$ cat src/rtl/mem_stage_access.sv
// MEM-stage data-memory access: IDLE/ACCESS handshake with the data memory, store lane steering, load extraction.
// Optional define MEM_STAGE_MISALIGN_TRAP_EN turns misaligned half/word accesses into a one-cycle misalign strobe.
module mem_stage_access #(
  parameter int ADDR_W = 32
) (
  input  logic              clock,
  input  logic              resetn,
  input  logic              ex_valid,
  input  logic              ex_mem_read,
  input  logic              ex_mem_write,
  input  logic [1:0]        ex_size,
  input  logic              ex_unsigned,
  input  logic [31:0]       alu_result,
  input  logic [31:0]       store_data,
  output logic              dmem_req,
  output logic              dmem_we,
  output logic [ADDR_W-1:0] dmem_addr,
  output logic [3:0]        dmem_be,
  output logic [31:0]       dmem_wdata,
  input  logic              dmem_ack,
  input  logic [31:0]       dmem_rdata,
  output logic              stall,
  output logic [31:0]       data_from_mem_mux,
  output logic              mem_out_valid,
  output logic              misalign,
  output logic              state_dbg
);

  // Memory handshake: dmem_req stays high with stable addr/we/be/wdata
  // until dmem_ack is sampled high; the access completes on that edge.
  typedef enum logic {IDLE = 1'b0, ACCESS = 1'b1} state_t;

  state_t            state_q, state_d;
  logic [ADDR_W-1:0] addr_q;
  logic [1:0]        size_q;
  logic              unsigned_q;
  logic              we_q;
  logic [3:0]        be_q;
  logic [31:0]       wdata_q;
  logic [31:0]       data_q;
  logic              valid_q;
  logic              misalign_q;

  logic              is_mem;
  logic              misaligned_in;
  logic              accept_nonmem;
  logic              accept_mem;
  logic              trap;
  logic              complete;
  logic [1:0]        lane_in;
  logic [3:0]        be_in;
  logic [31:0]       wdata_in;
  logic [7:0]        load_byte;
  logic [15:0]       load_half;
  logic [31:0]       load_val;
  logic [31:0]       addr_ext;

  assign is_mem  = ex_mem_read | ex_mem_write;
  assign lane_in = alu_result[1:0];

`ifdef MEM_STAGE_MISALIGN_TRAP_EN
  assign misaligned_in = ((ex_size == 2'b01) && lane_in[0]) ||
                         (ex_size[1] && (lane_in != 2'b00));
`else
  assign misaligned_in = 1'b0;
`endif

  always_comb begin
    state_d       = state_q;
    accept_nonmem = 1'b0;
    accept_mem    = 1'b0;
    trap          = 1'b0;
    complete      = 1'b0;
    case (state_q)
      IDLE: begin
        if (ex_valid) begin
          if (!is_mem) begin
            accept_nonmem = 1'b1;
          end else if (misaligned_in) begin
            trap = 1'b1;
          end else begin
            accept_mem = 1'b1;
            state_d    = ACCESS;
          end
        end
      end
      ACCESS: begin
        if (dmem_ack) begin
          complete = 1'b1;
          state_d  = IDLE;
        end
      end
      default: state_d = IDLE;
    endcase
  end

  // Store lane steering; a misaligned half falls back to lane {addr[1],0}, a word to lane 0.
  always_comb begin
    be_in    = 4'b1111;
    wdata_in = store_data;
    if (!ex_mem_read) begin
      case (ex_size)
        2'b00: begin
          be_in    = 4'b0001 << lane_in;
          wdata_in = {4{store_data[7:0]}};
        end
        2'b01: begin
          be_in    = 4'b0011 << {lane_in[1], 1'b0};
          wdata_in = {2{store_data[15:0]}};
        end
        default: begin
          be_in    = 4'b1111;
          wdata_in = store_data;
        end
      endcase
    end
  end

  always_comb begin
    load_byte = dmem_rdata[{addr_q[1:0], 3'b000} +: 8];
    load_half = dmem_rdata[{addr_q[1], 4'b0000} +: 16];
    case (size_q)
      2'b00:   load_val = unsigned_q ? {24'h0, load_byte} : {{24{load_byte[7]}}, load_byte};
      2'b01:   load_val = unsigned_q ? {16'h0, load_half} : {{16{load_half[15]}}, load_half};
      default: load_val = dmem_rdata;
    endcase
  end

  always_comb begin
    addr_ext             = '0;
    addr_ext[ADDR_W-1:0] = addr_q;
  end

  always_ff @(posedge clock) begin
    if (!resetn) begin
      state_q    <= IDLE;
      addr_q     <= '0;
      size_q     <= 2'b00;
      unsigned_q <= 1'b0;
      we_q       <= 1'b0;
      be_q       <= 4'b0000;
      wdata_q    <= 32'h0;
      data_q     <= 32'h0;
      valid_q    <= 1'b0;
      misalign_q <= 1'b0;
    end else begin
      state_q    <= state_d;
      valid_q    <= accept_nonmem | complete;
      misalign_q <= trap;
      if (accept_nonmem) data_q <= alu_result;
      if (accept_mem) begin
        addr_q     <= alu_result[ADDR_W-1:0];
        size_q     <= ex_size;
        unsigned_q <= ex_unsigned;
        we_q       <= ~ex_mem_read;
        be_q       <= be_in;
        wdata_q    <= wdata_in;
      end
      if (complete) data_q <= we_q ? addr_ext : load_val;
    end
  end

  assign dmem_req          = (state_q == ACCESS);
  assign stall             = (state_q == ACCESS);
  assign dmem_we           = we_q;
  assign dmem_addr         = {addr_q[ADDR_W-1:2], 2'b00};
  assign dmem_be           = be_q;
  assign dmem_wdata        = wdata_q;
  assign data_from_mem_mux = data_q;
  assign mem_out_valid     = valid_q;
  assign misalign          = misalign_q;
  assign state_dbg         = state_q;

endmodule

$ cat config.mk
export PLATFORM = sky130hd
export DESIGN_NAME = mem_stage_access
export DESIGN_NICKNAME = d
export VERILOG_FILES = /design/src/rtl/mem_stage_access.sv
export SDC_FILE = /design/constraint.sdc
export NUM_CORES = 1
export LEC_CHECK = 0
export CORE_MARGIN = 2
export CORE_UTILIZATION = 49
export CTS_CLUSTER_SIZE = 10
export DETAILED_ROUTE_END_ITERATION = 10
export GPL_ROUTABILITY_DRIVEN = 0
export PLACE_DENSITY_LB_ADDON = 0.05
export SLEW_MARGIN = 20
export SYNTH_ARGS = -nofsm -noshare
export SYNTH_HDL_FRONTEND = slang
export SYNTH_SLANG_ARGS = --single-unit
export TNS_END_PERCENT = 5
$ cat constraint.sdc
create_clock -name clock -period 3.3 [get_ports clock]
set_clock_uncertainty 0.05 [all_clocks]
set_input_delay 0.33 -clock clock [delete_from_list [all_inputs] [get_ports clock]]
set_output_delay 0.33 -clock clock [all_outputs]
set_load 0.02 [all_outputs]
# Word level (Yosys, flattened, before mapping)

Index checks and enable logic that the tools add are counted.

Bits in registers: 106
Latch bits: 0
RAM bits: 0
ROM bits: 0
Bits of input ports: 105
Output and inout port bits: 106
Logic and storage cells: 42
Memories kept: 0

Add/sub/neg operators: 0
Multipliers: 0
Divide/modulo/power cells: 0
$lt $le $gt $ge: 0
Eq/ne operators: 2
Shift-type cells: 4
Mux-type cells: 20
Bitwise operators: 4
Reductions and logical operators: 3

Operator list:

| cell                                                                  | number |
|---|---|
| 32-bit 2-to-1 mux                                                     | 6 |
| 32-bit one-hot mux with 2 select lines                                | 2 |
| 32-bit by 6-bit variable part select with 16-bit output               | 1 |
| 32-bit by 6-bit variable part select with 8-bit output                | 1 |
| 1-bit 2-to-1 mux                                                      | 9 |
| 4-bit one-hot mux with 2 select lines                                 | 1 |
| 2-bit by 1-bit equality test with 1-bit output, second input constant | 2 |
| 2-bit zero test                                                       | 2 |
| 4-bit 2-to-1 mux                                                      | 1 |
| 1-bit by 2-bit left shift with 4-bit output, first input constant     | 1 |
| 2-bit by 2-bit left shift with 4-bit output, first input constant     | 1 |
| 1-bit inverter                                                        | 2 |
| 1-bit bitwise OR                                                      | 2 |
| 1-bit one-hot mux with 2 select lines                                 | 1 |
| 2-bit nonzero test                                                    | 1 |

# Longest topological paths before layout

Gate-level depths: netlist of run 1.

Depth in word-level cells: 6
Depth in mapped cells: 7
Depth with buffers taken out: 4

# Worst setup path before layout of run 1

Ideal clock, no wire load.

Path kind: flip-flop to flip-flop
From: reg addr_q[1] (netlist: addr_ext[1])
To: reg data_q[21] (netlist: data_from_mem_mux[21])
Setup time: 0.136 ns
Data arrival time: 1.612 ns
Data required time: 3.114 ns
Slack: 1.502 ns
Cell stages (with the launch flop): 7
Path buffers: 2
Clock period less this slack: 1.798 ns
Cells stage by stage: dfxtp_1 > clkbuf_1 > mux2i_1 > mux2i_1 > a21oi_1 > clkbuf_1 > a31oi_1

Longest elaborated chain between the ends: 5
Elaborated cells between the ends (all ways): 7
Classes of those cells: shift (2); mux (5)

Ends and longest elaborated chain:

| item                                                                                                                                     | RTL line | RTL |
|---|---|---|
| start, declared                                                                                                                          | 34       | `logic [ADDR_W-1:0] addr_q;` |
| start signal, assigned                                                                                                                   | 152      | `addr_q <= alu_result[ADDR_W-1:0];` |
| 32-bit by 6-bit variable part select with 16-bit output / 32-bit by 6-bit variable part select with 8-bit output (equally long branches) | 121, 120 |  |
| 32-bit 2-to-1 mux, on equally long branches                                                                                              | 124, 123 |  |
| 32-bit one-hot mux with 2 select lines (*)                                                                                               | 122      | `case (size_q)` |
| 32-bit 2-to-1 mux (*) (2 in a row)                                                                                                       | 159      | `if (complete) data_q <= we_q ? addr_ext : load_val;` |
| end signal, assigned                                                                                                                     | 150      | `if (accept_nonmem) data_q <= alu_result;` |
| end signal, assigned                                                                                                                     | 159      |  |
| end, declared                                                                                                                            | 40       | `logic [31:0] data_q;` |

Every way passes the cells marked *; elsewhere a longest branch is shown, timed or not.
A chain may end at the register's enable or synchronous reset.

# Worst setup path after layout of run 1

From: in ex_mem_read
To: reg data_q[21] (netlist: data_from_mem_mux[21])

Longest elaborated chain between the ends: 5

Ends and longest elaborated chain:

| item                         | RTL line | RTL |
|---|---|---|
| start, declared              | 9        | `input logic ex_mem_read,` |
| 1-bit bitwise OR             | 58       | `assign is_mem = ex_mem_read \| ex_mem_write;` |
| 1-bit 2-to-1 mux             | 77       | `if (!is_mem) begin` |
| 1-bit 2-to-1 mux             | 76       | `if (ex_valid) begin` |
| 1-bit 2-to-1 mux             | 74       | `case (state_q)` |
| 2-bit nonzero test (no line) | n/a      |  |

No other way between the ends.

==> impl_metrics.yaml, run 1 <==
outcome:
  status: "complete, no violations"
global_route:
  overflow: 0
  grt_max_degree: 57
  grt_usage_pct: 29.7
  antenna_found_initial: 0
  grt_pass1_wl_um: 29700
  grt_pass1_vias: 5708
synth:
  synth.distinct_cells: 44
  synth_top_area_share_pct: 37.3
  postSynthRegisterBits: 106
  ys_seq_area_share_pct: 37.3
  ys_warn_count: 0
  syn_area_per_cell_sq_um: 8.09
  synth_top_area_cell: "dfxtp_1"
  synth.area.top_cells: "dfxtp_1 (37%), nand2_1 (8.8%), a21boi_0 (7.9%)"
  synth_area_sq_um: 5680
  syn_inst: 703
cts:
  cts_tree: "yes"
  clkLatencyLatePin_ps: 350
  clkTransAtPathRegs_ps: 70
  cts_max_level: 3
  max-clock-path-buffers: 2
  cts_sinks: 106
  hold_buffers: 0
  postCtsSetupBuffers: 0
  root_buffer: "clkbuf_16"
  cts_resized: 0
  cts_inserted_buffers: 9
worst_setup_path:
  reg2reg_to: "data_from_mem_mux[21]"
  slowest_stage: "or4b_4"
  r2r-start: "dmem_req"
  rrSetupSlack_ps: 920
  cp-start-kind: "input pin"
  cp-end-kind: "flop"
  cp.arrival_ps: 2640
  rr_worst_depth: 4
  cp.required_ps: 3530
  path_delay_family: "simple AND/OR/NAND/NOR gates"
  critPathBufInv: 1
  cp_cell_sequence: "clkdlybuf4s50_1 -> or4b_4 -> nand2_2 -> o221ai_1 -> a31oi_1"
  cp_max_fo: 49
  slowest_delay_ps: 850
  path_class: "in2reg"
pwr:
  power_density_nw_per_um2: 427
  p_leak_uw: 0.00290
  ir_worst_vdd_mv: 0.542
job:
  cap_violations: 0
finish:
  multi_input_area_sq_um: 3010
  area_delta_synth_final_pct: 37.1
  antenna-diode-count: 0
  layout_commonest_cell: "clkdlybuf4s50_1"
  fill_cells: 966
  nNetsFinal: 945
  ff_latch_area_sq_um: 2120
  final_cell_mix: "clkdlybuf4s50_1 (206), nand2_1 (133), dfxtp_1 (106)"
  drive_gt1_share_pct: 5.58
drt:
  vias: 5787
  via_per_inst: 5.87
  top_layer: "met4"
  wl_met2_um: 8790
  drt_iter0_drc: 550
  routed_wl_um: 18700
  routed-wl-met3_um: 1870
  routedLengthMet1_um: 7480
  drc_errors: 0
  firstDrtPassIters: 5
  wire_per_inst_um: 18.9
  ant_nets: 0
floorplan:
  start_util_pct: 50.0
  rows: 39
  pin_count: 211
  die-area_sq_um: 12500
  die_h_um: 112
  coreArea_sq_um: 11400
  die_x_um: 112
placement:
  io_buffers: 207
  dpl.hpwl_um: 13300
  pre_cts_slack_ps: 579
timing:
  tightest_slew_ps: 964
  finalCritPeriodShare_pct: 73.0
  fmax_mhz: 415
  slew_headroom_pct: 35.7
  setup_ws_ps: 890
  grt_setup_unrepaired: "no"
  hold_viol: 0
  setup-tns-final_ps: 0
  min_period_ps: 2410
  hold_slack_ps: 262
  report.final.slew_viol_count: 0
  setup_viol: 0
hold_path:
  holdPathEnd: "data_from_mem_mux[14]"
  worstHoldStart: "resetn"
  hold_path_class: "in2reg"
  hold_depth: 3
==> metrics by stage <==
stage	total power [uW]	instance area (sq um)	util [%]	cells
final	3330	7790	68.5	986
after global routing	3470	7790	68.5	986
after CTS	3340	7790	68.5	986
after detailed placement	2330	7520	66.2	972
after global placement	2310	7520	66.2	972
after floorplan	1930	5690	-	705
==> cells by family (layout without fill, tap and decap cells) <==
group           after synthesis  count (layout)  share of synthesized area (%)
mux                          26              26                           4.82
other cells                   1               3                         0.0660
buf+inv                     103             241                           9.91
compound gates              227             227                           28.3
flops                       106             106                           37.3
simple gates                240             240                           19.6
==> sequential cells by signal, summed over array words and instances (netlist names) <==
register and cells:
dmem_be 4, unsigned_q 1, size_q 2, addr_ext 32, data_from_mem_mux 32, dmem_req 1, mem_out_valid 1, dmem_wdata 32
dmem_we 1
==> per-layer routing <==
metal / vias to the layer above / global-route usage (%)
met2: 288 / 47.8
met5: - / 0
met3: 38 / 11.4
met4: 0 / 11.2
met1: 2733 / 36.1
li1: 2728 / -
==> cells in the mapped netlist, drive strengths merged <==
cell / n
or4b: 1
o22ai: 6
o211a: 8
a21o: 5
inv: 6
a2111oi: 8
nor2: 24
a31oi: 24
mux2: 11
buf: 48
nor3: 7
clkbuf: 49
and2: 2
o21bai: 3
a221oi: 6
a21boi: 60
a21oi: 21
dfxtp: 106
mux2i: 15
o311a: 1
or3b: 2
o211ai: 2
or2: 1
nor4: 2
o21a: 23
conb: 1
and3b: 2
nand3: 14
nand2b: 8
o2bb2ai: 2
o21ba: 1
o221ai: 22
a32o: 1
o21ai: 33
nor3b: 9
o22a: 1
or3: 17
nand2: 134
nor2b: 17
==> how the worst max path moves through the flow <==
| stage | start | endpoint | slack, ps | cells after the start |
|---|---|---|---|---|
| after floorplan | addr_ext[1] | data_from_mem_mux[21] | 1500 | 6 |
| after global placement | ex_mem_read | data_from_mem_mux[17] | 680 | 5 |
| after detailed placement | ex_mem_read | data_from_mem_mux[23] | 580 | 5 |
| after CTS | ex_mem_read | data_from_mem_mux[23] | 950 | 5 |
| after global routing | ex_mem_read | data_from_mem_mux[23] | 740 | 5 |
| final | ex_mem_read | data_from_mem_mux[21] | 890 | 5 |
==> layout make-up <==
cell class	instances	share of cell area [%]
clock buffers	12	3.29
clock inverters	2	0.177
inverters	6	0.289
multi-input cells	496	38.7
flip-flops and latches	106	27.2
well taps	143	2.30
repair buffers	221	28.0
==> report_power, final <==
| part | leakage, uW | internal, uW | switching (uW) | total, uW |
|---|---|---|---|---|
| Combinational | 0.00190 | 422 | 447 | 868 |
| Clock | 0.000134 | 545 | 468 | 1010 |
| Sequential | 0.000870 | 1370 | 74.8 | 1450 |
==> worst reg2reg max path: stages (launching register included) <==
cell,delay [ps]
dfxtp_1,430
or4b_4,850
nand2_2,580
o221ai_1,210
a31oi_1,190
Note: power is estimated with default switching activity, not from simulation.
==> inputs of run 2 (changes only) <==
--- a/config.mk
+++ b/config.mk
@@ -6,7 +6,7 @@
 export NUM_CORES = 1
 export LEC_CHECK = 0
 export CORE_MARGIN = 2
-export CORE_UTILIZATION = 49
+export CORE_UTILIZATION = 41
 export CTS_CLUSTER_SIZE = 10
 export DETAILED_ROUTE_END_ITERATION = 10
 export GPL_ROUTABILITY_DRIVEN = 0
==> constraint.sdc (replaced) <==
create_clock -name clock -period 2 [get_ports clock]
set_clock_uncertainty 0.05 [all_clocks]
set_input_delay 0.2 -clock clock [delete_from_list [all_inputs] [get_ports clock]]
set_output_delay 0.2 -clock clock [all_outputs]
set_load 0.02 [all_outputs]
==> run 2 against run 1 <==
- power is 70% higher
- register-to-register slack got worse by 750 ps
- non-clock buffer count is 28 higher
- largest cell class unchanged
- sequential share of layout area down 1.1 points
- clock power up 74%
==> impl_metrics.yaml, run 2 (synthesis gave the netlist of run 1 again) <==
worst_setup_path:
  cp.required_ps: 2230
  crit_path_start: "addr_ext[0]"
  slowest_stage: "or3b_2"
  reg2reg_to: "data_from_mem_mux[8]"
  r2r-start: "addr_ext[0]"
  path_class: "reg2reg"
  slowest_delay_ps: 520
  rr_worst_depth: 4
  rrSetupSlack_ps: 170
  cp-end-kind: "flop"
  cp.arrival_ps: 2060
  cp_max_fo: 9
  cp-start-kind: "flop"
  cp_cell_sequence: "or3b_2 -> o22a_1 -> o211ai_1 -> o2bb2ai_1"
timing:
  setup_viol: 0
  tightest_slew_ps: 663
  setup_ws_ps: 173
  report.final.slew_viol_count: 0
  grt_setup_unrepaired: "no"
  finalCritPeriodShare_pct: 91.3
  slew_headroom_pct: 54.7
  fmax_mhz: 547
  hold_viol: 0
  setup-tns-final_ps: 0
  min_period_ps: 1830
floorplan:
  rows: 43
  die-area_sq_um: 14800
  start_util_pct: 41.4
  coreArea_sq_um: 13700
  die_x_um: 122
  die_h_um: 122
  pin_count: 211
cts:
  cts_tree: "yes"
  root_buffer: "clkbuf_16"
  max-clock-path-buffers: 2
  cts_sinks: 106
  cts_inserted_buffers: 9
  hold_buffers: 0
  clkLatencyLatePin_ps: 360
  clkTransAtPathRegs_ps: 80
  cts_max_level: 3
hold_path:
  worstHoldStart: "resetn"
  hold_depth: 2
  holdPathEnd: "addr_ext[22]"
  hold_path_class: "in2reg"
pwr:
  switchingPower_uw: 1740
  ir_worst_vdd_mv: 0.448
  swShare_pct: 30.8
  p_seq_share_pct: 42.0
  internal_power_uw: 3900
  power_density_nw_per_um2: 694
  comb_power_share_pct: 26.8
  clockPowerShare_pct: 31.2
  p_leak_uw: 0.00306
placement:
  io_buffers: 207
  dp.cells: 1037
  pre_cts_slack_ps: -135
  dpl.hpwl_um: 14300
drt:
  ant_nets: 0
  via_per_inst: 5.49
  drc_errors: 0
  firstDrtPassIters: 5
  routed_wl_um: 19400
  drt_iter0_drc: 373
  vias: 5778
  wire_per_inst_um: 18.4
finish:
  fill_cells: 1264
  area_delta_synth_final_pct: 42.9
  ff_latch_area_sq_um: 2120
  drive_gt1_share_pct: 9.16
  antenna-diode-count: 0
  stdcell_count: 1053
  utilization_pct: 59.2
  final_cell_mix: "clkdlybuf4s50_1 (206), nand2_1 (133), dfxtp_1 (105)"
  multi_input_area_sq_um: 3020
  nNetsFinal: 973
  layout_commonest_cell: "clkdlybuf4s50_1"
global_route:
  grt_usage_pct: 25.8
  grt_max_degree: 44
  grt_pass1_vias: 5659
  antenna_found_initial: 0
  grt_pass1_wl_um: 30000
  overflow: 0
job:
  cap_violations: 0
outcome:
  status: "complete, no violations"
## run 2: cell types whose count changed in the layout (fill, tap and decap cells not counted), sizes merged
cell | previous run | this run
inv | 6 | 8
clkinvlp | 0 | 2
clkbuf | 12 | 10
buf | 15 | 43
## run 2: cell type report
class	count	area share, %
inverters	6	0.277
repair buffers	249	30.1
clock buffers	10	2.94
flip-flops and latches	106	26.1
clock inverters	6	0.601
well taps	180	2.77
multi-input cells	496	37.1
## run 2: worst max-delay path: cells and delay by family (launching register included)
kind            cells  cell delay (ps)
flops               1              480
simple gates        1              520
compound gates      3              710
## run 2: stage by stage
step,total power (uW),hold WS [ps],instance area [sq um]
finish,5640,244,8120
global placement,3890,400,7830
global route,5870,255,8120
detailed placement,3920,407,7830
CTS,5670,236,8120
floorplan,3180,295,5690
## run 2: timing repair
| item | in CTS | in global routing |
|---|---|---|
| endpoints found under the setup margin | 0 | 18 |
| setup buffers | 0 | 0 |
| gates resized for setup | 0 | 2 |
## run 2: how the worst max path moves through the flow
stage                                        to  slack, ps  cells past startpoint
final                      data_from_mem_mux[8]        170                      4
after global routing      data_from_mem_mux[22]         80                      6
after CTS                 data_from_mem_mux[22]         70                      6
after detailed placement  data_from_mem_mux[22]       -130                      6
after global placement    data_from_mem_mux[31]        -40                      6
after floorplan           data_from_mem_mux[21]        200                      6
## run 2: power by group through the flow
stage                     logic, uW  registers, uW  clock network [uW]
after global placement         1480           2410                   0
final                          1510           2370                1760
after detailed placement       1500           2420                   0
after CTS                      1510           2370                1790
after floorplan                 665           2520                   0
after global routing           1620           2390                1860
## run 2: metal layers
metal | wire length [um] | vias up | GRT usage (%)
li1 | - | 2787 | -
met1 | 8540 | 2750 | 34.0
met2 | 9130 | 216 | 41.7
met3 | 1330 | 25 | 5.62
met4 | 408 | 0 | 8.91
met5 | 0 | - | 0
